<file path="src/rtl/cordic_req_arbiter.sv">
// Round-robin arbiter/sequencer sharing one CORDIC unit among N_REQ clients.
// Runs the beg/ready/ack handshake with a watchdog abort on a hung CORDIC.
module cordic_req_arbiter #(
  parameter int N_REQ       = 4,
  parameter int W           = 32,
  parameter int TIMEOUT_CYC = 1023
) (
  input  logic               clk,
  input  logic               reset,
  input  logic [N_REQ-1:0]   req,
  input  logic [N_REQ-1:0]   req_op,
  input  logic [N_REQ*W-1:0] req_angle,
  output logic [N_REQ-1:0]   done,
  output logic               err,
  output logic [W-1:0]       result,
  output logic               cordic_beg,
  output logic               cordic_op,
  output logic [W-1:0]       cordic_angle,
  input  logic               cordic_ready,
  input  logic [W-1:0]       cordic_result,
  output logic               cordic_ack,
  output logic               busy,
  output logic [7:0]         timeout_cnt
);

  localparam int GW = $clog2(N_REQ);

  typedef enum logic [2:0] {
    S_IDLE  = 3'd0,
    S_ISSUE = 3'd1,
    S_WAIT  = 3'd2,
    S_ACK   = 3'd3,
    S_DONE  = 3'd4
  } state_t;

  state_t         state_q, state_d;
  logic [GW-1:0]  gnt_q, gnt_d;
  logic [GW-1:0]  last_q, last_d;
  logic           op_q, op_d;
  logic [W-1:0]   angle_q, angle_d;
  logic [15:0]    wd_q, wd_d;
  logic [W-1:0]   res_q, res_d;
  logic           err_r_q, err_r_d;
  logic [7:0]     tcnt_q, tcnt_d;

  logic           win_vld;
  logic [GW-1:0]  win_idx;
  logic [15:0]    wd_inc;

  // Nearest requester after last_q wins: scan farthest first so the closest overwrites.
  always_comb begin
    win_vld = 1'b0;
    win_idx = '0;
    for (int k = N_REQ; k >= 1; k--) begin
      if (req[(int'(last_q) + k) % N_REQ]) begin
        win_vld = 1'b1;
        win_idx = GW'((int'(last_q) + k) % N_REQ);
      end
    end
  end

  assign wd_inc = wd_q + 16'd1;

  always_comb begin
    state_d = state_q;
    gnt_d   = gnt_q;
    last_d  = last_q;
    op_d    = op_q;
    angle_d = angle_q;
    wd_d    = wd_q;
    res_d   = res_q;
    err_r_d = err_r_q;
    tcnt_d  = tcnt_q;
    case (state_q)
      S_IDLE: begin
        if (win_vld) begin
          gnt_d   = win_idx;
          op_d    = req_op[win_idx];
          angle_d = req_angle[win_idx*W +: W];
          state_d = S_ISSUE;
        end
      end
      S_ISSUE: begin
        wd_d    = '0;
        state_d = S_WAIT;
      end
      S_WAIT: begin
        wd_d = wd_inc;
        if (cordic_ready) begin
          res_d   = cordic_result;
          err_r_d = 1'b0;
          state_d = S_ACK;
        end else if (wd_inc == 16'(TIMEOUT_CYC)) begin
          err_r_d = 1'b1;
          if (tcnt_q != 8'hFF) tcnt_d = tcnt_q + 8'd1;
          state_d = S_ACK;
        end
      end
      // Ack is sent on timeout too, so a CORDIC parked in ready is released.
      S_ACK:  state_d = S_DONE;
      S_DONE: begin
        last_d  = gnt_q;
        state_d = S_IDLE;
      end
      default: state_d = S_IDLE;
    endcase
  end

  always_ff @(posedge clk or negedge reset) begin
    if (!reset) begin
      state_q <= S_IDLE;
      gnt_q   <= '0;
      last_q  <= GW'(N_REQ - 1);
      op_q    <= 1'b0;
      angle_q <= '0;
      wd_q    <= '0;
      res_q   <= '0;
      err_r_q <= 1'b0;
      tcnt_q  <= '0;
    end else begin
      state_q <= state_d;
      gnt_q   <= gnt_d;
      last_q  <= last_d;
      op_q    <= op_d;
      angle_q <= angle_d;
      wd_q    <= wd_d;
      res_q   <= res_d;
      err_r_q <= err_r_d;
      tcnt_q  <= tcnt_d;
    end
  end

  always_comb begin
    done = '0;
    if (state_q == S_DONE) done[gnt_q] = 1'b1;
  end

  assign err          = (state_q == S_DONE) && err_r_q;
  assign result       = res_q;
  assign cordic_beg   = (state_q == S_ISSUE);
  assign cordic_ack   = (state_q == S_ACK);
  assign cordic_op    = op_q;
  assign cordic_angle = angle_q;
  assign busy         = (state_q != S_IDLE);
  assign timeout_cnt  = tcnt_q;

endmodule

</file>
<file path="config.mk">
export PLATFORM = sky130hd
export DESIGN_NAME = cordic_req_arbiter
export DESIGN_NICKNAME = d
export VERILOG_FILES = /design/src/rtl/cordic_req_arbiter.sv
export SDC_FILE = /design/constraint.sdc
export NUM_CORES = 1
export LEC_CHECK = 0
export ABC_CLOCK_PERIOD_IN_PS = 2700
export CAP_MARGIN = 20
export CORE_ASPECT_RATIO = 0.75
export CORE_MARGIN = 2
export CORE_UTILIZATION = 41
export CTS_CLUSTER_SIZE = 20
export DETAILED_ROUTE_END_ITERATION = 7
export GPL_TIMING_DRIVEN = 0
export MAX_ROUTING_LAYER = met4
export PLACE_DENSITY = 0.8
export REMOVE_ABC_BUFFERS = 1
export SETUP_SLACK_MARGIN = 0.02
export SYNTH_ARGS = -nofsm -noshare
export SYNTH_HDL_FRONTEND = slang
export SYNTH_SLANG_ARGS = --single-unit
</file>
<file path="constraint.sdc">
create_clock -name clk -period 2.7 [get_ports clk]
set_input_delay 0.54 -clock clk [delete_from_list [all_inputs] [get_ports clk]]
set_output_delay 0.54 -clock clk [all_outputs]
set_load 0.03 [all_outputs]
</file>
Word-level counts from Yosys, hierarchy flattened
Index checks and enable logic that the tools add are counted.
- register bits after elaboration: 97
- input bits: 171
- output and inout port bits: 81
- $add $sub $neg: 6
- magnitude comparators: 7
- equal/unequal tests: 8
- shift operators: 1
- multiplexer cells: 32
- bitwise logic cells: 5
- reductions and logical operators: 15
- operators by type and width (operator ; number):
    indexed part select 128 x 8 -> 32 bit ; 1
    case mux 16 bit (2 select lines) ; 1
    adder 16 x 1 -> 16 bit, second input constant ; 1
    equality test 16 x 10 -> 1 bit, second input constant ; 1
    less-than comparator 3 x 4 -> 1 bit, second input constant ; 4
    two-way mux 1 bit ; 16
    case mux 3 bit (4 select lines) ; 1
    binary-select mux 1 bit (select 2 bit) ; 5
    two-way mux 3 bit ; 3
    adder 8 x 1 -> 8 bit, second input constant ; 1
    two-way mux 2 bit ; 4
    inequality test 8 bit, second input constant ; 1
    AND reduction 2 bit ; 4
    OR reduction 2 bit ; 4
    equality test 3 x 2 -> 1 bit, second input constant ; 2
    less-than comparator 2 x 3 -> 1 bit, second input constant ; 2
    adder 2 x 1 -> 2 bit, second input constant ; 2
    adder 2 bit, second input constant ; 2
    bitwise AND 1 bit, first input constant ; 4
    two-way mux 4 bit ; 1
    AND reduction 4 bit ; 1
    nonzero test 2 bit ; 2
    equality test 3 x 1 -> 1 bit, second input constant ; 1
    equality test 3 bit, second input constant ; 1
    other kinds (8) ; 9

Logic depth before layout (Yosys ltp)
- depth after elaboration: 12
- depth in mapped cells: 9

Least setup slack after synthesis
No wires, ideal clock.
- kind: register to register
- start point: reg wd_q[1]
- end point: reg tcnt_q[1] (netlist: timeout_cnt[1])
- setup time: 0.125 ns
- data arrival time: 2.154 ns
- slack: 0.420 ns
- cell stages (with the launch flop): 8
- path buffers: 0
- period minus slack after synthesis: 2.280 ns
- path through: dfrtp_1 > ha_1 > nand3_2 > nor4_1 > xnor2_1 > nand3b_4 > nor4_4 > mux2_4
- word-level cells in the longest chain between the ends: 3
- RTL lines (element ; RTL line ; source):
    from (decl) ; 41 ; logic [15:0] wd_q, wd_d;
    from (signal assigned) ; 126 ; wd_q <= wd_d;
    adder 16 x 1 -> 16 bit ; 62 ; assign wd_inc = wd_q + 16'd1;
    equality test 16 x 10 -> 1 bit ; 93 ; end else if (wd_inc == 16'(TIMEOUT_CYC)) begin
    AND reduction 4 bit (no source line) ; -- ;
    to (signal assigned) ; 129 ; tcnt_q <= tcnt_d;
    to (decl) ; 44 ; logic [7:0] tcnt_q, tcnt_d;
No other way between the ends.
A chain may end at the register's enable or synchronous reset.

Worst setup path in the final report
- start point: reg state_q[1]
- end point: out done[1]
- word-level cells in the longest chain between the ends: 2
- RTL lines (element ; RTL line ; source):
    from (decl) ; 36 ; state_t state_q, state_d;
    from (signal assigned) ; 121 ; state_q <= state_d;
    equality test 3 bit ; 135 ; if (state_q == S_DONE) done[gnt_q] = 1'b1;
    two-way mux 4 bit ; 135 ;
    to (decl) ; 13 ; output logic [N_REQ-1:0] done,
No other way between the ends.

==> run_results.csv <==
group,metric,value,unit
status,outcome,"completed",
synth,synth_edf_count,0,
synth,synth_top_cell_by_area,"dfrtp_1",
sta,fmax,391.5,MHz
setup_path,max_stage_delay,0.69,ns
synth,synthFlopType,"dfrtp_1",
detailed_routing,vias,5286,
clock_network,h-tree-depth,3,
floorplan,core_area,12390,µm²
setup_path,arrival,2.01,ns
synth,ys_warn_count,0,
sta,fin_crit,2.555,ns
setup_path,worst_setup_path_start_kind,"flop",
finish,layout-drive-gt1-share,9.926,%
sta,period_share,94.61,%
sta,finalHoldViolCount,0,
synth,ys_seq_elements,97,
clock_network,cts_tree,"done",
setup_path,rr_worst_depth,7,
detailed_routing,via_per_inst,5.438,
sta,setup_violations,0,
sta,tightest_slew,0.9992,ns
synth,synthMuxAreaShare,7.528,%
synth,yosys.cell_count.top_type,"nand2_1",
finish,antennaDiodeCount,0,
floorplan,dieArea,13780,µm²
floorplan,die_h,102.2,µm
sta,rsz0062_at_grt,"no",
detailed_routing,drt_iter0_drc,230,
setup_path,path_class,"flop to primary output",
clock_network,cts_setup_buffers,0,
setup_path,cpMaxStageDelayCell,"clkdlybuf4s50_1",
detailed_routing,antenna_left,0,
setup_path,critical_path_depth,5,
sta,whs,0.1921,ns
setup_path,r2r_slack,0.22,ns
finish,multiInputGateArea,2616,µm²
synth,syn_inst,574,
place,gp_congestion,0.8213,
finish,nets,975,
sta,skew,0.006103,ns
global_route,grt_overflow,0,
run,maxCapViolations,0,
clock_network,clkTransAtPathRegs,0.07,ns
detailed_routing,routed_wl,16.57,mm
setup_path,worst_r2r_endpoint,"timeout_cnt[1]",
clock_network,clock_latency,0.34,ns
detailed_routing,dr.pass1.iters,4,
setup_path,crit_top_cell,"nor2_1",
clock_network,clockRootBuffer,"clkbuf_16",
synth,syn_avg_cell_area,9.179,µm²
detailed_routing,drcViolationCount,0,
setup_path,cp_max_fo,10,
clock_network,clk_path_buf_depth,2,
global_route,grt_max_degree,60,
setup_path,endpoint_kind,"primary output",
synth,synthSimpleGateAreaFrac,20.85,%
finish,fillers,975,
place,hpwl,12.46,mm
setup_path,cp_cell_sequence,"nor2_1 -> and2_1 -> nand2_1 -> nor2_1 -> clkdlybuf4s50_1",
floorplan,std_cell_rows,35,
synth,synthArstFlopShare,100.0,%
power_and_ir_drop,power.leakage,0.003408,µW
finish,utilization,66.68,%
synth,netlist_top_cells_count,"153 x nand2_1, 95 x dfrtp_1, 37 x a21oi_1",
detailed_routing,drt-wirelength-per-cell,17.05,µm
global_route,grt_use_total,24.22,%
synth,synth_top_family_by_area,"simple AND/OR/NAND/NOR gates",
sta,slew_viol_final,0,
finish,syn2layout_area_growth,56.85,%
synth,synth.area.top_cells,"dfrtp_1 45%, nand2_1 11%, mux2_2 7.1%, a32o_1 6.3%, a21oi_1 3.5%",
setup_path,rr_startpoint,"wd_q[0]",
synth,synth_compound_area_share,18.24,%
hold_path,hold_class,"primary input to async pin",
setup_path,cp_data_required_time,2.16,ns
synth,yosysTopAreaCellShare,45.12,%
finish,register_area,2432,µm²
synth,yosys.area_share.adder,0.7124,%
global_route,grt_pass1_vias,5265,
floorplan,ios,252,
synth,yosysUniqueCellTypes,57,
synth,synthXorXnorAreaFrac,1.829,%
power_and_ir_drop,p_per_area,1032,nW/µm²
setup_path,path_buf_inv,1,
global_route,antenna_found_initial,0,
clock_network,cts.sinks,97,
floorplan,die_w,134.9,µm
global_route,grt_first_pass_wirelength,25.80,mm
setup_path,path_delay_family,"buffers and inverters",
sta,slew_headroom,33.14,%
power_and_ir_drop,ir_worst_vdd,0.6919,mV
synth,yosysSeqAreaShare,46.12,%
synth,netlist_area,5269,µm²
place,place.port_buffers,251,
clock_network,cts_inserted_buffers,9,
floorplan,initial_core_util,42.51,%
-- where the power goes --
part           switching (µW)  internal (µW)
registers                 387           2040
clock network             566            723
logic                    2720           2090
-- logic make-up after synthesis --
logic type               count (synthesis)
AND/OR/NAND/NOR                        229
buffers and inverters                   51
multiplexers                            35
adder cells (fa/ha/maj)                  3
flip-flops                              97
XOR/XNOR                                11
AO/OA/AOI/OAI                          148
-- how the worst max path moves through the flow --
stage	slack (ns)	startpoint	endpoint
final	0.15	state_q[1]	done[1]
after global routing	0.03	state_q[1]	done[1]
after CTS	0.05	state_q[1]	done[2]
after detailed placement	-0.12	req[1]	cordic_angle[1]
after global placement	-4.58	req[1]	cordic_angle[1]
after floorplan	-2.12	req[1]	cordic_angle[11]
-- registers in the layout, indices dropped and copies added, names as in the netlist --
register / cells
timeout_cnt: 8
cordic_op: 1
cordic_angle: 32
gnt_q: 2
err_r_q: 1
last_q: 2
result: 32
state_q: 3
wd_q: 16
-- cells in the final DEF, fill, tap and decap left out, types with 3 or more instances in the layout --
| master | count |
|---|---|
| a31oi_1 | 6 |
| clkbuf_16 | 9 |
| nor2_1 | 15 |
| clkdlybuf4s50_1 | 249 |
| and3_1 | 4 |
| nor3b_1 | 3 |
| xor2_1 | 9 |
| nor3_1 | 4 |
| inv_1 | 6 |
| o21ai_0 | 35 |
| nand2b_1 | 3 |
| a21oi_1 | 37 |
| buf_12 | 3 |
| buf_6 | 4 |
| mux2_2 | 33 |
| nand2_1 | 153 |
| nor4_1 | 7 |
| dfrtp_1 | 93 |
| o21ai_1 | 25 |
| clkinv_4 | 3 |
| nand4_1 | 9 |
| a32o_1 | 33 |
| nand3_1 | 5 |
| ha_1 | 3 |
-- cell type report --
type	count	area share, %
Clock buffer	10	2.771
Tap cell	166	2.513
Sequential cell	97	29.43
Multi-Input combinational cell	426	31.66
Clock inverter	6	0.8327
Timing Repair Buffer	261	32.52
Inverter	6	0.2725
-- per-layer routing --
| layer | GRT usage (%) | share of wire [%] |
|---|---|---|
| met1 | 29.90 | 42 |
| met2 | 39.67 | 49 |
| met3 | 5.903 | 7.5 |
| met4 | 7.530 | 2.4 |
| met5 | - | 0 |
-- through the flow --
stage	setup WS [ns]	instance area, µm²	TNS [ns]	power [µW]	std cells
after detailed placement	-0.1247	7961	-0.4424	7263	956
after global placement	-4.578	7762	-389.28	7003	946
after CTS	0.05098	8259	0	8594	972
after floorplan	-2.118	5042	-70.35	5182	529
final	0.1455	8264	0	8525	972
after global routing	0.02669	8264	0	9079	972
-- what timing repair did --
item                       4_1_cts  5_1_grt
resized for setup                0        3
hold buffers                     0        0
setup endpoints to repair        0        7
(Power assumes the default switching activity.)
